--- src/rtl/adc_avg_pkg.sv ---
`default_nettype none
// +----------------------------------------------------------------------+
// | Module  : adc_avg_pkg                                                |
// | Desc    : Shared widths, FSM state type and sizing helper for the    |
// |           ADC sample averager.                                       |
// | Rev     : 1.0                                                        |
// +----------------------------------------------------------------------+
package adc_avg_pkg;

  localparam int ADC_DATA_W = 12;

  typedef enum logic [0:0] {
    IDLE  = 1'b0,
    ACCUM = 1'b1
  } avg_state_t;

  // The sum of 2^log2_n samples fits exactly in data_w + log2_n bits
  function automatic int acc_width(input int data_w, input int log2_n);
    return data_w + log2_n;
  endfunction

endpackage
`default_nettype wire

--- src/rtl/avg_out_hold.sv ---
`default_nettype none
// +----------------------------------------------------------------------+
// | Module  : avg_out_hold                                               |
// | Desc    : Result holding register with valid/ready handshake and a   |
// |           sticky overrun flag for unaccepted, overwritten results.   |
// | Rev     : 1.0                                                        |
// +----------------------------------------------------------------------+
module avg_out_hold #(
  parameter int DATA_W = 12
) (
  input  logic              clk,
  input  logic              rst_n,
  input  logic              clear,
  input  logic              load,
  input  logic [DATA_W-1:0] load_data,
  input  logic              i_READY,
  output logic [DATA_W-1:0] o_DATA,
  output logic              o_VALID,
  output logic              o_OVERRUN
);

  logic [DATA_W-1:0] r_data;
  logic              r_valid;
  logic              r_overrun;

  always_ff @(posedge clk) begin
    if (!rst_n) begin
      r_data    <= '0;
      r_valid   <= 1'b0;
      r_overrun <= 1'b0;
    end else if (clear) begin
      // Data is deliberately kept so the last result stays visible
      r_valid   <= 1'b0;
      r_overrun <= 1'b0;
    end else if (load) begin
      r_data  <= load_data;
      r_valid <= 1'b1;
      if (r_valid && !i_READY) begin
        r_overrun <= 1'b1;
      end
    end else if (r_valid && i_READY) begin
      r_valid <= 1'b0;
    end
  end

  assign o_DATA    = r_data;
  assign o_VALID   = r_valid;
  assign o_OVERRUN = r_overrun;

endmodule
`default_nettype wire

--- src/rtl/adc_sample_averager.sv ---
`default_nettype none
// +----------------------------------------------------------------------+
// | Module  : adc_sample_averager                                        |
// | Desc    : Boxcar average of 2^LOG2_N ADC samples, decimated by the   |
// |           same factor. Define AVG_ROUND_EN for round-half-up result. |
// | Rev     : 1.0                                                        |
// +----------------------------------------------------------------------+
module adc_sample_averager
  import adc_avg_pkg::*;
#(
  parameter int DATA_W = ADC_DATA_W,
  parameter int LOG2_N = 3
) (
  input  logic              clk,
  input  logic              rst_n,
  input  logic              EN,
  input  logic [DATA_W-1:0] i_DATA,
  input  logic              i_VALID,
  output logic [DATA_W-1:0] o_DATA,
  output logic              o_VALID,
  input  logic              i_READY,
  output logic              o_OVERRUN
);

  localparam int c_acc_w = acc_width(DATA_W, LOG2_N);
  localparam int c_cnt_w = (LOG2_N > 0) ? LOG2_N : 1;
  localparam logic [c_cnt_w-1:0] c_last = c_cnt_w'((1 << LOG2_N) - 1);
`ifdef AVG_ROUND_EN
  localparam logic [c_acc_w-1:0] c_round = c_acc_w'((1 << LOG2_N) >> 1);
`else
  localparam logic [c_acc_w-1:0] c_round = '0;
`endif

  avg_state_t         r_state;
  avg_state_t         w_state_nxt;
  logic [c_acc_w-1:0] r_acc;
  logic [c_acc_w-1:0] w_acc_nxt;
  logic [c_cnt_w-1:0] r_cnt;
  logic [c_cnt_w-1:0] w_cnt_nxt;
  logic               r_valid_q;
  logic               w_strobe;
  logic [c_acc_w-1:0] w_sum;
  logic [DATA_W-1:0]  w_result;
  logic               w_load;
  logic               w_clear;

  // A held DATA_VALID level produces a single strobe on its rising edge
  assign w_strobe = i_VALID & ~r_valid_q;
  assign w_sum    = r_acc + c_acc_w'(i_DATA) + c_round;
  assign w_result = DATA_W'(w_sum >> LOG2_N);

  always_ff @(posedge clk) begin
    if (!rst_n) begin
      r_state   <= IDLE;
      r_acc     <= '0;
      r_cnt     <= '0;
      r_valid_q <= 1'b0;
    end else begin
      r_state   <= w_state_nxt;
      r_acc     <= w_acc_nxt;
      r_cnt     <= w_cnt_nxt;
      r_valid_q <= i_VALID;
    end
  end

  always_comb begin
    w_state_nxt = r_state;
    w_acc_nxt   = r_acc;
    w_cnt_nxt   = r_cnt;
    w_load      = 1'b0;
    w_clear     = 1'b0;
    case (r_state)
      IDLE: begin
        w_clear   = 1'b1;
        w_acc_nxt = '0;
        w_cnt_nxt = '0;
        if (EN) begin
          w_state_nxt = ACCUM;
        end
      end
      ACCUM: begin
        if (w_strobe) begin
          if (r_cnt == c_last) begin
            w_load    = 1'b1;
            w_acc_nxt = '0;
            w_cnt_nxt = '0;
          end else begin
            w_acc_nxt = r_acc + c_acc_w'(i_DATA);
            w_cnt_nxt = r_cnt + c_cnt_w'(1);
          end
        end
      end
      default: begin
        w_state_nxt = IDLE;
      end
    endcase
    // Disable wins over everything, including a completing strobe
    if (!EN) begin
      w_state_nxt = IDLE;
      w_acc_nxt   = '0;
      w_cnt_nxt   = '0;
      w_load      = 1'b0;
      w_clear     = 1'b1;
    end
  end

  avg_out_hold #(
    .DATA_W(DATA_W)
  ) u_out_hold (
    .clk       (clk),
    .rst_n     (rst_n),
    .clear     (w_clear),
    .load      (w_load),
    .load_data (w_result),
    .i_READY   (i_READY),
    .o_DATA    (o_DATA),
    .o_VALID   (o_VALID),
    .o_OVERRUN (o_OVERRUN)
  );

endmodule
`default_nettype wire

--- config.mk ---
export PLATFORM = sky130hd
export DESIGN_NAME = adc_sample_averager
export DESIGN_NICKNAME = d
export VERILOG_FILES = /design/src/rtl/adc_avg_pkg.sv /design/src/rtl/avg_out_hold.sv /design/src/rtl/adc_sample_averager.sv
export SDC_FILE = /design/constraint.sdc
export NUM_CORES = 1
export LEC_CHECK = 0
export CAP_MARGIN = 30
export CORE_MARGIN = 2
export CORE_UTILIZATION = 30
export DETAILED_ROUTE_END_ITERATION = 12
export SLEW_MARGIN = 20
export SYNTH_ARGS = -nofsm -noshare
export SYNTH_HDL_FRONTEND = slang
export SYNTH_HIERARCHICAL = 1
export SYNTH_SLANG_ARGS = --single-unit
--- constraint.sdc ---
create_clock -name clk -period 2 [get_ports clk]
set_input_delay 0.3 -clock clk [delete_from_list [all_inputs] [get_ports clk]]
set_output_delay 0.3 -clock clk [all_outputs]
set_load 0.02 [all_outputs]
==> impl_results.md, run 1 <==
- Status: completed
- Main synth FF type: dfxtp_1
- Worst Skew: around 4.6 ps
- Startpoint Class: register
- M1 wire length: about 2100 um
- Most frequent cells in the layout: nand2_1, buf_4, dfxtp_1
- Initial antenna violation count: 0
- DR DRC count: 0
- Met2 wire len: 2150 um
- Unique masters post-synth: between 40 and 50
- Most common cell after layout, fill and taps aside: nand2_1
- Clk Tree Root Cell: clkbuf_8
- Slew HR: approximately two thirds
- First-pass GRT wire length: approximately 7500 um
- Wire length on met3: between 100 and 150 um
- Buffers on Ports: 30
- Critical Path Slowest Stage Cell: fa_2
- Synth warn: 6
- Vias after detailed routing: approximately 1700
- Synthesized cell area: roughly 1900 sq um
- Net count after synthesis: 250
- Dominant cells by area after synthesis: dfxtp_1, ha_1, nand2_1
- WHS: roughly 450 ps
- Max FO, Critical Path: 3
- Setup violations, final: 0
- Hold Violations, Final: 0
- Worst slack, placed: -527 ps
- Iteration-0 DRC Markers: between 50 and 60
- Synthesized flop and latch total: 34
- Peak supply drop: between 0.4 and 0.5 mV
- Fin. max-slew vios: 0
- PwrDens: approximately 500 nW/um^2
- Area growth from synthesis to layout: 45.0%
- Max-cap violation count: 0
- Part of the Yosys area used for sequential elements: between 30% and 40%
- Initial Utilization: between 30 and 40%
- Die area: ~7000 sq um
- Largest net degree at the start of global routing: 15
- Die Height: between 80 and 90 um
- Fmax: between 500 and 600 MHz
- Rows: 29
- IO Pins: 31
- Crit path kind: reg2reg
- Design Area, Final: between 2000 and 3000 sq um
- NumNets Final: approximately 310
- Critical path's largest stage delay: about 360 ps
- Worst-path cell chain: ha_4 > inv_2 > fa_2 > nor2b_4 > o31ai_4 > a211oi_2 > o311a_1 > xor2_1 > nand2_1 > a21boi_1
- WP data required: between 2000 and 2500 ps
- Worst-path clk slew: 70 ps
- Routed WL per cell: ~12 um
- Total CTS buffers: 5
- DRT Pass-1 Iters: 4
- Leakage: roughly 1.1 nW
- Area post-placement: around 2500 sq um
- Non-Filler Instances: 359
- Max layer used: met3
- Antenna diode count: 0
- Max clock buf depth: 2
- Post-synth top area share: 35.7%
- Syn Inst Count: between 200 and 250
- Mean Syn Cell Area: about 8.7 sq um
- Tmin final: 1970 ps
- Core Region: 6240 sq um
- Die Width: 83.7 um
- Vias in the first global route: between 1500 and 2000
- CP Data Arrival Time: around 2200 ps
- Dpl hpwl: about 3400 um
- Ys async rst share: 0%
- Final period util: about 100%
- Final worst slack: between 20 and 30 ps
- Placed Cells: around 350
- Synth area leader: dfxtp_1
- Post-route ant nets: 0
- Worst min path class: reg2reg
- CTS tree: done
- Vias per inst: ~4.8
- Hold Buf Count CTS: 0
- Routability cong.: about 0.77
- Clock Sinks: 34
- Final wirelength: ~4400 um
- Layout cell share with drive strength beyond 1: between 20% and 30%
- Clk_lat worst skew: between 200 and 300 ps
- Worst-Margin Slew: 486 ps
- Post-synth EDFFs: 0
- H-tree depth: 2
- Critical Path End Type: register
- Post-layout util: between 40% and 50%
- RSZ-0062 raised after global routing: yes
- Grt total ovfl: 0
- GRT Total Usage: a little over an eighth
[cell type report]
type / count / area (sq um)
fillers: 628 / 3480
clock inverters: 1 / 5.00
multi-input cells: 169 / 1290
flip-flops and latches: 34 / 683
inverters: 8 / 30.0
well taps: 77 / 96.3
clock buffers: 7 / 86.3
repair buffers: 63 / 566
[registers in the layout, summed over array words and instances, names as in the netlist]
register,cells
u_out_hold/o_VALID,1
r_valid_q,1
u_out_hold/o_DATA,12
r_acc,15
r_cnt,3
u_out_hold/o_OVERRUN,1
r_state,1
[synth_stat cells, drive strengths merged (2+ instances only)]
library cell	instances
a31oi	4
nand4	2
ha	14
a21o	5
a211oi	4
inv	8
nand3	2
a21oi	13
clkbuf	3
xor2	4
o21ai	4
a21boi	12
a22oi	5
xnor2	7
buf	4
nand2b	4
and2	4
nand2	37
nor2	19
nor3	4
dfxtp	34
a22o	6
nor2b	4
[worst paths after layout]
path	startpoint	endpoint	slack, ps	cells past startpoint
worst min register to register	u_out_hold/o_DATA[7]	u_out_hold/o_DATA[7]	450	2
worst max register to register	r_acc[0]	u_out_hold/o_DATA[11]	30	10
worst min-delay path	u_out_hold/o_DATA[7]	u_out_hold/o_DATA[7]	450	2
worst max-delay path	r_acc[0]	u_out_hold/o_DATA[11]	30	10
[layer usage]
layer	vias up	GRT usage, %
met2	29	22.0
met1	792	17.2
met4	0	1.76
li1	894	-
met3	0	3.17
met5	-	0
[metrics by stage]
| step | setup TNS (ps) | power [mW] |
|---|---|---|
| after detailed placement | -7950 | 0.864 |
| after CTS | -134 | 1.39 |
| final | 0 | 1.38 |
| after global routing | -153 | 1.45 |
| after global placement | -7280 | 0.862 |
| after floorplan | 0 | 0.788 |
[power by group]
group / internal (mW) / switching [mW] / leakage, nW
clock: 0.278 / 0.236 / 0.0482
combinational: 0.0939 / 0.0819 / 0.817
sequential: 0.682 / 0.00468 / 0.276
total: 1.05 / 0.323 / 1.14
[cells by family (layout without fill, tap and decap cells)]
logic type | count (synthesis) | after routing | synth area share [%]
compound gates | 64 | 64 | 25.6
flops | 34 | 34 | 35.7
simple gates | 79 | 79 | 19.3
xor+xnor | 11 | 11 | 5.06
buf+inv | 15 | 79 | 4.01
fa+ha+maj | 15 | 15 | 10.2
[worst max-delay path: cells and delay by family, from the launching register on]
kind / cells / cell delay (ps)
adders and majority gates: 2 / 490
and+or+nand+nor: 2 / 230
buffers and inverters: 1 / 40
xor gates and xnor gates: 1 / 190
AOI/OAI and AO/OA: 4 / 610
DFF: 1 / 350
[repair_timing]
action / CTS / global route
resized for setup: 18 / 15
buffers inserted: 0 / 2
pin swaps: 10 / 16
setup endpoints to repair: 17 / 13
hold endpoints to repair: 0 / 0
(Power assumes the default switching activity.)
==> run 2, diff against run 1 <==
- CTS_CLUSTER_SIZE: unset -> 10
- HOLD_SLACK_MARGIN: unset -> 0.12
- SETUP_SLACK_MARGIN: unset -> 0.5
==> run 2 against run 1 <==
  * Maximum frequency down 0.91%
  * Worst setup slack worse by 18 ps
  * Count of clock-buffer cells in the layout unchanged
  * Critical endpoint is now u_out_hold/o_DATA[10]
  * Largest power group unchanged
  * Highest routed layer is now met4
==> impl_results.md, run 2 (same netlist as run 1, synthesis figures left out) <==
- Status: completed
- Critical Path End Type: register
- Hold Buf Count CTS: 0 (unchanged)
- Total CTS buffers: 5 (unchanged)
- Fmax: 502 MHz (-0.91%)
- Vias in the first global route: 1718 (+1.6%)
- Startpoint Class: register
- Clk Tree Root Cell: clkbuf_8
- Routability cong.: 0.788 (+2.8%)
- DRT Pass-1 Iters: 5 (+1)
- Die area: 7000 sq um (unchanged)
- Initial antenna violation count: 0 (unchanged)
- Layout cell share with drive strength beyond 1: 36.5% (+12 points)
- First-pass GRT wire length: 7960 um (+5.8%)
- Hold_sp: u_out_hold/o_DATA[0]
- Routed WL per cell: 13.6 um (+10%)
- Worst min path class: reg2reg
- RR Startpoint: r_acc[1]
- WHS: 450 ps (-3.83 ps)
- Core Region: 6240 sq um (unchanged)
- CP Data Arrival Time: 2210 ps (+30 ps)
- Area post-placement: 2570 sq um (+2.9%)
- Final period util: 99.7% (+0.91 points)
- Iteration-0 DRC Markers: 47 (-7.8%)
- Crit path kind: reg2reg
- Die Width: 83.7 um (unchanged)
- Slew HR: 81.9% (+14 points)
- Clock Sinks: 34 (unchanged)
- Post-layout util: 47.8% (+3.5 points)
- H-tree depth: 2 (unchanged)
- NumNets Final: 319 (+1.9%)
- Max-cap violation count: 0 (unchanged)
- RSZ-0062 raised after global routing: yes
- Hold endpoint: u_out_hold/o_DATA[0]
- Reg2reg path depth: 9 (-1)
- Worst Skew: 5.07 ps (+0.505 ps)
- Tmin final: 1990 ps (+18.2 ps)
- Final wirelength: 4980 um (+12%)
- R2R setup slack: 7 ps (-20 ps)
- Hold Violations, Final: 0 (unchanged)
- Setup TNS: 0 ps (unchanged)
- Max reg flops: 15 (unchanged)
- Worst-path clk slew: 70 ps (about the same)
- Vias per inst: 4.79 (+0.25%)
- Antenna diode count: 0 (unchanged)
- DR DRC count: 0 (unchanged)
- Initial Utilization: 30.5% (unchanged)
- Setup violations, final: 0 (unchanged)
- Largest Register: r_acc
- Leakage: 1.27 nW (+11%)
- Worst Hold Depth: 2 (unchanged)
- CTS tree: done
- Fin. max-slew vios: 0 (unchanged)
- Buffers on Ports: 30 (unchanged)
- Area growth from synthesis to layout: 56.5%
- Dpl hpwl: 3500 um (+2.0%)
- Peak supply drop: 0.318 mV (-24%)
- Worst-Margin Slew: 270 ps (-216 ps)
- Post-route ant nets: 0 (unchanged)
- WP data required: 2210 ps (about the same)
- Clk_lat worst skew: 280 ps (about the same)
- GRT Total Usage: 14.1% (+1.1 points)
- PwrDens: 473 nW/um^2 (-5.1%)
- Rows: 29 (unchanged)
- R2r endpoint: u_out_hold/o_DATA[10]
- Max FO, Critical Path: 3 (unchanged)
- Largest net degree at the start of global routing: 15 (unchanged)
- Design Area, Final: 2980 sq um (+7.9%)
- Vias after detailed routing: 1748 (+1.9%)
- Max clock buf depth: 2 (unchanged)
- Filler cell count: 636 (+1.3%)
- Die Height: 83.7 um (unchanged)
- Worst slack, placed: -444 ps (+83.4 ps)
- Final worst slack: 6.90 ps (-18.2 ps)
- Grt total ovfl: 0 (unchanged)
- IO Pins: 31 (unchanged)
- Most frequent cells in the layout: nand2_1, buf_4, dfxtp_1
## run 2: what timing repair did
action	CTS	global route
pin swaps	36	27
cloned	1	0
buffers inserted	2	8
gates resized for setup	48	26
endpoints found under the setup margin	41	26
## run 2: layer usage
layer	track usage [%]	share of wire, %	vias to the layer above
li1	-	-	911
met1	18.0	45	812
met2	23.6	52	22
met3	4.45	2.8	3
met4	2.35	0.44	0
met5	0	0	-
## run 2: worst max path at each step
stage,startpoint,end,slack [ps],cells past startpoint
6_report,r_acc[1],u_out_hold/o_DATA[10],7,9
5_1_grt,r_acc[0],u_out_hold/o_DATA[11],-140,10
4_1_cts,r_acc[0],u_out_hold/o_DATA[11],-70,10
3_5_place_dp,i_DATA[0],u_out_hold/o_DATA[11],-440,11
3_3_place_gp,i_DATA[0],u_out_hold/o_DATA[11],-410,11
2_1_floorplan,i_DATA[7],r_acc[14],130,8
## run 2: report_power, final
| part | internal, mW | switching (mW) |
|---|---|---|
| clock | 0.277 | 0.238 |
| combinational | 0.107 | 0.101 |
| sequential | 0.682 | 0.00491 |
## run 2: cell type report
| class | count | area (sq um) | area share, % |
|---|---|---|---|
| Tap cell | 77 | 96.3 | 3.23 |
| Inverter | 8 | 30.0 | 1.01 |
| Timing Repair Buffer | 68 | 584 | 19.6 |
| Clock inverter | 1 | 5.00 | 0.168 |
| Multi-Input combinational cell | 170 | 1490 | 50.0 |
| Clock buffer | 7 | 86.3 | 2.90 |
| Sequential cell | 34 | 688 | 23.1 |
## run 2: per-stage QoR
| step | total power, mW | cells |
|---|---|---|
| 6_report | 1.41 | 365 |
| 5_1_grt | 1.48 | 365 |
| 4_1_cts | 1.41 | 357 |
| 3_5_place_dp | 0.882 | 346 |
| 3_3_place_gp | 0.881 | 346 |
| 2_1_floorplan | 0.795 | 218 |
## run 2: critical path, stage by stage (launching register included)
cell,delay (ps)
dfxtp_1,330
ha_1,270
a21o_1,150
nand4_1,180
a21oi_4,240
o2111ai_2,200
and2_4,210
xnor2_1,140
nand2_1,70
a21boi_1,130
